===== config.mk =====
export PLATFORM = sky130hd
export DESIGN_NAME = led_pattern_monitor
export DESIGN_NICKNAME = d
export VERILOG_FILES = /design/src/rtl/led_pattern_monitor.sv
export SDC_FILE = /design/constraint.sdc
export NUM_CORES = 1
export LEC_CHECK = 0
export BUFFER_PORTS_ARGS = -buffer_cell sky130_fd_sc_hd__buf_2
export CAP_MARGIN = 0
export CORE_MARGIN = 2
export CORE_UTILIZATION = 40
export DETAILED_ROUTE_END_ITERATION = 10
export HOLD_SLACK_MARGIN = 0.12
export PLACE_DENSITY = 0.64
export SLEW_MARGIN = 20
export SYNTH_ARGS = -nofsm -noshare
export SYNTH_HDL_FRONTEND = slang
export SYNTH_SLANG_ARGS = --single-unit

===== constraint.sdc =====
create_clock -name clock -period 3.8 [get_ports clock]
set_input_delay 0.76 -clock clock [delete_from_list [all_inputs] [get_ports clock]]
set_output_delay 0.76 -clock clock [all_outputs]
set_load 0.02 [all_outputs]

===== src/rtl/led_pattern_monitor.sv =====
// led_pattern_monitor
// Observer for the RGB LED bus. Samples the three colour vectors every clock,
// detects each pattern change, classifies it (shift-left, shift-right, flash,
// other), measures the clock interval between changes and locks onto a steady
// repeating pattern. Stalls and pattern breaks while locked raise o_error.
//
// Output contract: o_change and o_error are single-cycle qualifiers. o_class,
// o_period, o_color and o_locked are only meaningful on a cycle where o_change
// or o_error is high, and they hold their values in between. There is no
// back-pressure: the observer never stalls the LED bus and a consumer must
// sample on every qualifier pulse.

module led_pattern_monitor #(
  parameter int N_LEDS    = 4,
  parameter int NB_PERIOD = 16,
  parameter int N_LOCK    = 3
) (
  input  logic                 clock,
  input  logic                 ck_rst,
  input  logic [N_LEDS-1:0]    i_led_r,
  input  logic [N_LEDS-1:0]    i_led_g,
  input  logic [N_LEDS-1:0]    i_led_b,
  output logic [1:0]           o_class,
  output logic [NB_PERIOD-1:0] o_period,
  output logic [2:0]           o_color,
  output logic                 o_change,
  output logic                 o_locked,
  output logic                 o_error,
  output logic [1:0]           o_state
);

  typedef enum logic [1:0] {
    ST_IDLE = 2'd0,
    ST_ACQ  = 2'd1,
    ST_LOCK = 2'd2
  } state_t;

  localparam logic [1:0] CL_OTHER = 2'd0;
  localparam logic [1:0] CL_SHL   = 2'd1;
  localparam logic [1:0] CL_SHR   = 2'd2;
  localparam logic [1:0] CL_FLASH = 2'd3;

  localparam logic [NB_PERIOD-1:0] CNT_MAX  = '1;
  localparam logic [NB_PERIOD-1:0] CNT_ONE  = NB_PERIOD'(1);
  localparam logic [N_LEDS-1:0]    ALL_ON   = '1;
  localparam logic [N_LEDS-1:0]    ALL_OFF  = '0;
  localparam logic [3:0]           LOCK_CNT = 4'(N_LOCK);

  state_t                   state;
  state_t                   state_next;
  logic [3*N_LEDS-1:0]      led_q;
  logic [3*N_LEDS-1:0]      led_cur;
  logic [N_LEDS-1:0]        c_prev;
  logic [N_LEDS-1:0]        c_cur;
  logic [N_LEDS-1:0]        rot_l;
  logic [N_LEDS-1:0]        rot_r;
  logic                     ev;
  logic [1:0]               ev_class;
  logic [NB_PERIOD-1:0]     cnt;
  logic                     cnt_sat;
  logic                     match;
  logic [3:0]               mcnt;
  logic [3:0]               mcnt_inc;
  logic [3:0]               mcnt_next;
  logic [NB_PERIOD-1:0]     lock_period;
  logic                     lock_load;
  logic                     error_next;

  // Live and previous patterns; colours are merged so classification ignores hue.
  assign led_cur  = {i_led_r, i_led_g, i_led_b};
  assign c_prev   = led_q[3*N_LEDS-1:2*N_LEDS] | led_q[2*N_LEDS-1:N_LEDS] | led_q[N_LEDS-1:0];
  assign c_cur    = i_led_r | i_led_g | i_led_b;
  assign ev       = (led_cur != led_q);
  assign rot_l    = {c_prev[N_LEDS-2:0], c_prev[N_LEDS-1]};
  assign rot_r    = {c_prev[0], c_prev[N_LEDS-1:1]};
  assign cnt_sat  = (cnt == CNT_MAX);
  assign mcnt_inc = mcnt + 4'd1;

  // A saturated interval is unknown, so it can never confirm a repeat.
  assign match = ev && (ev_class == o_class) && (ev_class != CL_OTHER) &&
                 (cnt == o_period) && !cnt_sat;

  // Classify the transition from the previous combined pattern to the live one.
  always_comb begin
    ev_class = CL_OTHER;
    if ($onehot(c_prev) && (c_cur == rot_l)) begin
      ev_class = CL_SHL;
    end else if ($onehot(c_prev) && (c_cur == rot_r)) begin
      ev_class = CL_SHR;
    end else if (((c_prev == ALL_OFF) && (c_cur == ALL_ON)) ||
                 ((c_prev == ALL_ON) && (c_cur == ALL_OFF))) begin
      ev_class = CL_FLASH;
    end
  end

  // Sample register and saturating interval counter restarted by each change.
  always_ff @(posedge clock) begin
    if (!ck_rst) begin
      led_q <= '0;
      cnt   <= '0;
    end else begin
      led_q <= led_cur;
      if (ev) begin
        cnt <= CNT_ONE;
      end else if (!cnt_sat) begin
        cnt <= cnt + CNT_ONE;
      end
    end
  end

  // Next-state, match-run and error decisions for the lock tracker.
  always_comb begin
    state_next = state;
    error_next = 1'b0;
    lock_load  = 1'b0;
    mcnt_next  = mcnt;
    if (ev) begin
      if (match) begin
        mcnt_next = mcnt_inc;
      end else if (ev_class != CL_OTHER) begin
        mcnt_next = 4'd1;
      end else begin
        mcnt_next = 4'd0;
      end
    end
    case (state)
      ST_IDLE: begin
        if (ev && (ev_class != CL_OTHER)) begin
          state_next = ST_ACQ;
        end
      end
      ST_ACQ: begin
        if (ev) begin
          if (match && (mcnt_inc == LOCK_CNT)) begin
            state_next = ST_LOCK;
            lock_load  = 1'b1;
          end else if (ev_class == CL_OTHER) begin
            state_next = ST_IDLE;
          end
        end
      end
      ST_LOCK: begin
        if (ev) begin
          if (match && (cnt == lock_period)) begin
            state_next = ST_LOCK;
          end else if (ev_class != CL_OTHER) begin
            state_next = ST_ACQ;
            mcnt_next  = 4'd1;
            error_next = 1'b1;
          end else begin
            state_next = ST_IDLE;
            error_next = 1'b1;
          end
        end else if (cnt == lock_period) begin
          // The expected change is late by one clock: drop the lock now.
          state_next = ST_IDLE;
          error_next = 1'b1;
        end
      end
      default: begin
        state_next = ST_IDLE;
      end
    endcase
  end

  // Tracker state register, match-run counter and latched lock interval.
  always_ff @(posedge clock) begin
    if (!ck_rst) begin
      state       <= ST_IDLE;
      mcnt        <= 4'd0;
      lock_period <= '0;
    end else begin
      state <= state_next;
      mcnt  <= mcnt_next;
      if (lock_load) begin
        lock_period <= cnt;
      end
    end
  end

  // Registered event report and status outputs.
  always_ff @(posedge clock) begin
    if (!ck_rst) begin
      o_class  <= CL_OTHER;
      o_period <= '0;
      o_color  <= 3'b000;
      o_change <= 1'b0;
      o_locked <= 1'b0;
      o_error  <= 1'b0;
    end else begin
      o_change <= ev;
      o_error  <= error_next;
      o_locked <= (state_next == ST_LOCK);
      if (ev) begin
        o_class  <= ev_class;
        o_period <= cnt;
        if (c_cur != ALL_OFF) begin
          o_color <= {|i_led_r, |i_led_g, |i_led_b};
        end
      end
    end
  end

  assign o_state = state;

endmodule


Word level (Yosys, flattened, before mapping):

Index checks and enable logic that the tools add are counted.

* output and inout bits: 26
* input port bits: 14
* word-level logic and storage cells: 89
* flip-flop bits (word level): 74

* reductions and logical operators: 25
* add/subtract/negate cells: 5
* multiplexer cells: 27
* eq/ne operators: 15
* bitwise gates (word level): 5

Operator list (number)
* 16-bit equality test: 2
* 4-bit two-way mux: 6
* 2-bit two-way mux: 10
* 16-bit by 1-bit adder with 16-bit output (second input constant): 1
* 16-bit equality test (second input constant): 1
* 4-bit bitwise OR: 4
* 12-bit inequality test: 1
* 4-bit OR reduction: 3
* 1-bit logical AND: 11
* 1-bit two-way mux: 10
* 4-bit equality test: 2
* 4-bit equality test (second input constant): 2
* 4-bit logical NOT: 2
* 2-bit case mux with 3 select lines: 1
* 1-bit by 1-bit adder with 2-bit output: 2
* 4-bit by 1-bit adder with 4-bit output (second input constant): 1
* 2-bit equality test (second input constant): 2
* 4-bit by 2-bit equality test with 1-bit output (second input constant): 1
* 2-bit logical NOT: 2
* 2-bit AND reduction: 2
* 4-bit nonzero test: 1
* 2-bit by 2-bit adder with 3-bit output: 1
* 3-bit by 1-bit equality test with 1-bit output (second input constant): 1
* 2-bit by 1-bit equality test with 1-bit output (second input constant): 1
* 7 further kinds: 7

Longest topological paths before layout:

* depth in word-level cells: 19
* gate-level depth with buffers: 15
* gate-level depth less buffers: 13

Worst setup path before layout:

No wires, ideal clock.

* path type: register -> register
* start: register led_q[0]
* end: register lock_period[12]
* setup slack: 0.503 ns
* arrival: 3.170 ns
* cell stages (with the launch flop): 15
* library setup time: 0.128 ns
* path through: dfxtp_1 > nor3_1 > inv_1 > fa_1 > ha_1 > ha_1 > nor2_1 > nand3_1 > nor4_1 > o2111a_2 > and4bb_1 > buf_6 > buf_12 > mux2i_1 > nor2_1

* cells in the longest elaborated chain, start to end: 16
* elaborated cells on any way between the ends: 27
* classes of those cells: add/sub (2); eq/ne (6); mux (6); bitwise (1); reduce/logical (12)

Ends and longest elaborated chain
* start: declaration: line 51 `logic [3*N_LEDS-1:0] led_q;`
* start signal: assignment: line 102 `led_q <= led_cur;`
* 4-bit bitwise OR: line 71 `assign c_prev = led_q[3*N_LEDS-1:2*N_LEDS] | led_q[2*N_LEDS-1:N_LEDS] | led_q[N_LEDS-1:0];`
* 1-bit by 1-bit adder with 2-bit output (implied by the code) (tied with other cells): line 86, 88
* 2-bit by 2-bit adder with 3-bit output (implied by the code) (tied with other cells): line 86, 88
* 3-bit by 1-bit equality test with 1-bit output / 1-bit logical OR (equally long branches): line 86, 88, 90
* 1-bit logical AND / 2-bit two-way mux (equally long branches): line 88, 90
* 2-bit two-way mux: line 88 `end else if ($onehot(c_prev) && (c_cur == rot_r)) begin`
* 2-bit two-way mux: line 86 `if ($onehot(c_prev) && (c_cur == rot_l)) begin`
* 2-bit equality test: line 80 `assign match = ev && (ev_class == o_class) && (ev_class != CL_OTHER) &&`
* 1-bit logical AND (3 in series): line 80
* 1-bit logical AND: line 81 `(cnt == o_period) && !cnt_sat;`
* 1-bit logical AND: line 134 `if (match && (mcnt_inc == LOCK_CNT)) begin`
* 1-bit two-way mux: line 134
* 1-bit two-way mux (*): line 133 `if (ev) begin`
* 1-bit two-way mux (*): line 126 `case (state)`
* end signal: assignment: line 176 `lock_period <= cnt;`
* end: declaration: line 65 `logic [NB_PERIOD-1:0] lock_period;`

Every way passes the cells marked *; elsewhere a longest branch is shown, timed or not.
A chain may end at the register's enable or synchronous reset.

Final worst setup path:

* start: register led_q[3]
* end: register lock_period[4]

Same word-level chain as after synthesis.

==> metrics.md <==
| Metric | Value |
|---|---|
| Most frequent cells in the layout | 74 x dfxtp_1, 45 x nand2_1, 39 x nor2_1, 39 x buf_2, 35 x xnor2_1 |
| Chip width | 100 um |
| Hold path endpoint | o_period[0] |
| Post-synth top flop | dfxtp_1 |
| Final WL | 8.08 mm |
| CTS sink cnt | 74 |
| H-tree levels | 3 |
| Placement Rows | 35 |
| Fin nets | 468 |
| RSZ-0062 raised after global routing | false |
| Worst hold path type | reg -> reg |
| Peak VDD IR | 0.230 mV |
| Global route overflow | 0 |
| CTS buffer count | 9 |
| Hold bufs inserted after CTS | 0 |
| Hold Crit Depth | 2 |
| Dpl cells | 546 |
| Leakage power | 1.54 nW |
| R2R depth | 12 |
| Port Buffers | 39 |
| Initial Util | 40.5% |
| Largest net degree at the start of global routing | 40 |
| Layout cells sized above 1 | 15.5% |
| Detail Placement HPWL | 5.70 mm |
| Worst-skew pair later-pin latency | 0.35 ns |
| R2r endpoint | lock_period[4] |
| Final setup viols | 0 |
| Critical path required time | 4.02 ns |
| RR Startpoint | led_q[3] |
| Worst-Margin Slew | 0.811 ns |
| Area Overhead vs Synth | 10.9% |
| I/O pins | 40 |
| Fillers | 902 |
| Hold wc startpoint | o_period[0] |
| Arrival @ worst endpoint | 3.70 ns |
| Synth Warn # | 0 |
| Syn Nets | 443 |
| Postcts setup bufs | 0 |
| Pwr/cell area | 372 nW/um2 |
| Post-synthesis sequential area ratio | 40.2% |
| Final Hold Viols | 0 |
| Setup TNS | 0 ns |
| CTS tree | done |
| Routed vias/inst | 5.15 |
| DIE AREA | 10000 um2 |
| Post-layout min period | 3.48 ns |
| Relative slew slack | 45.9% |
| Total power | 1.52 mW |
| Final antenna-violating net count | 0 |
| Dpl ws | 0.335 ns |
| Post-CTS resize count | 0 |
| CTS root buf | clkbuf_8 |
| Vias in the first global route | 2799 |
| #FFs+latches synth | 74 |
| Final WS setup | 0.318 ns |
| Synthesized area per cell | 8.76 um2 |
| Final Cycle Share | 91.6% |
| R2R Setup Slk | 0.32 ns |
| Element type at the critical path end | flip-flop |
| First-pass GRT wire length | 13.5 mm |
| Worst-path maximum fanout | 16 |
| Post-Syn Area | 3690 um2 |
| CP Launch Type | flip-flop |
| Synthesized instance count | 421 |
| Remaining DRCs | 0 |
| Die Span Y | 100 um |
| Initial antenna violation count | 0 |
| CP Class | reg -> reg |
| Hold Slack | 0.480 ns |
| GP Congestion | 0.823 |
| Clock Skew | 0.00950 ns |
| 1st-iter DRT viols | 103 |
| N_diodes | 0 |
| Clk buf depth | 2 |
| Total of max-cap violations | 0 |
| Status | finished clean |
| Synth cell types | 48 |
| Most common cell after layout, fill and taps aside | dfxtp_1 |
| Routed length per instance | 14.4 um |
| Vias | 2894 |
| FFs w/ async S/R, synth | 0% |
| Final Max Slew Viols | 0 |
| GRT Overall Usage | 17.1% |
| Max Clock Freq | 0.287 GHz |
| Clk slew on worst S/H paths | 0.08 ns |
| DRT Pass-1 Iters | 4 |
| Non-filler cells, final | 562 |
| Core footprint | 9110 um2 |
| EDFF count, synth | 0 |
==> cells by family (layout without fill, tap and decap cells) <==
kind of cell	after synthesis	after routing	share of synthesized area, %
adders and majority gates	8	8	2.92
muxes	17	17	4.61
AOI/OAI and AO/OA	47	47	8.01
and+or+nand+nor	169	169	23.0
xor gates and xnor gates	64	64	15.2
buffers and inverters	42	72	6.11
DFF	74	74	40.2
==> cell type report <==
| class | count | area [um2] | share of cell area [%] |
|---|---|---|---|
| sequential | 74 | 1480 | 36.2 |
| clock buffer | 10 | 128 | 3.12 |
| tap | 111 | 139 | 3.39 |
| multi-input combinational | 305 | 1990 | 48.6 |
| timing repair buffer | 47 | 255 | 6.24 |
| clock inverter | 6 | 67.6 | 1.65 |
| inverter | 9 | 33.8 | 0.826 |
==> cell usage after synthesis, types with 2 or more instances <==
cell type / n / share of area (%)
o21ai_0: 8 / 1.1
buf_2: 6 / 0.81
nand4_1: 11 / 1.9
mux2i_1: 17 / 4.6
o211ai_1: 2 / 0.41
clkbuf_1: 18 / 1.8
and2_1: 12 / 2.0
ha_1: 7 / 2.4
nor4b_1: 2 / 0.47
xnor2_1: 35 / 8.3
xor2_1: 29 / 6.9
o2111ai_1: 2 / 0.47
inv_1: 9 / 0.92
a211oi_1: 2 / 0.41
nand2_1: 45 / 4.6
nor2b_1: 2 / 0.34
a311oi_1: 3 / 0.71
a311o_1: 2 / 0.54
buf_4: 3 / 0.61
o21a_1: 2 / 0.41
buf_6: 3 / 0.92
a21oi_1: 22 / 3.0
dfxtp_1: 74 / 40
nand3b_1: 2 / 0.41
nor4_1: 10 / 1.7
nand3_1: 16 / 2.2
or3_1: 2 / 0.34
nor3_1: 15 / 2.0
nor2_1: 39 / 4.0
nor3b_1: 3 / 0.61
==> layer usage <==
| metal | GRT usage [%] | up-vias | wire [um] |
|---|---|---|---|
| met5 | 0 | - | 0 |
| met1 | 20.5 | 1356 | 3620 |
| met3 | 2.44 | 15 | 174 |
| li1 | - | 1475 | - |
| met4 | 8.64 | 0 | 243 |
| met2 | 29.9 | 48 | 4040 |
==> registers in the layout, summed over array words and instances, names as in the netlist <==
register	count
o_color	3
led_q	12
o_locked	1
o_period	16
cnt	16
o_class	2
o_change	1
lock_period	16
o_error	1
o_state	2
mcnt	4
==> where the power goes <==
part / switching [mW] / leakage [nW] / internal (mW)
combinational: 0.0724 / 0.850 / 0.0507
clock: 0.298 / 0.0925 / 0.304
sequential: 0.00966 / 0.601 / 0.787
total: 0.380 / 1.54 / 1.14
==> worst max-delay path, stage by stage, from the launching register on <==
cell and delay, ns:
dfxtp_1 0.32, or3_1 0.49, fa_1 0.51, ha_1 0.19
ha_1 0.27, nor2_1 0.14, nand3_1 0.15, nor4_1 0.27
o2111a_2 0.27, and4bb_1 0.20, buf_4 0.28, mux2i_1 0.23
nor2_1 0.05
==> per-stage QoR <==
stage | util, % | cell area (um2)
floorplan | - | 3690
global placement | 42.8 | 3900
detailed placement | 42.8 | 3900
CTS | 44.9 | 4090
global route | 44.9 | 4090
finish | 44.9 | 4090
==> worst max-delay path by stage <==
stage                  start               to  slack (ns)  cells past startpoint
finish              led_q[3]   lock_period[4]        0.32                     12
global route        led_q[3]   lock_period[0]        0.05                     12
CTS                 led_q[3]   lock_period[4]        0.31                     12
detailed placement  led_q[3]   lock_period[9]        0.34                     12
global placement    led_q[3]   lock_period[0]        0.40                     12
floorplan           led_q[0]  lock_period[12]        0.50                     14
No activity file was read; power rests on OpenSTA's default activity.
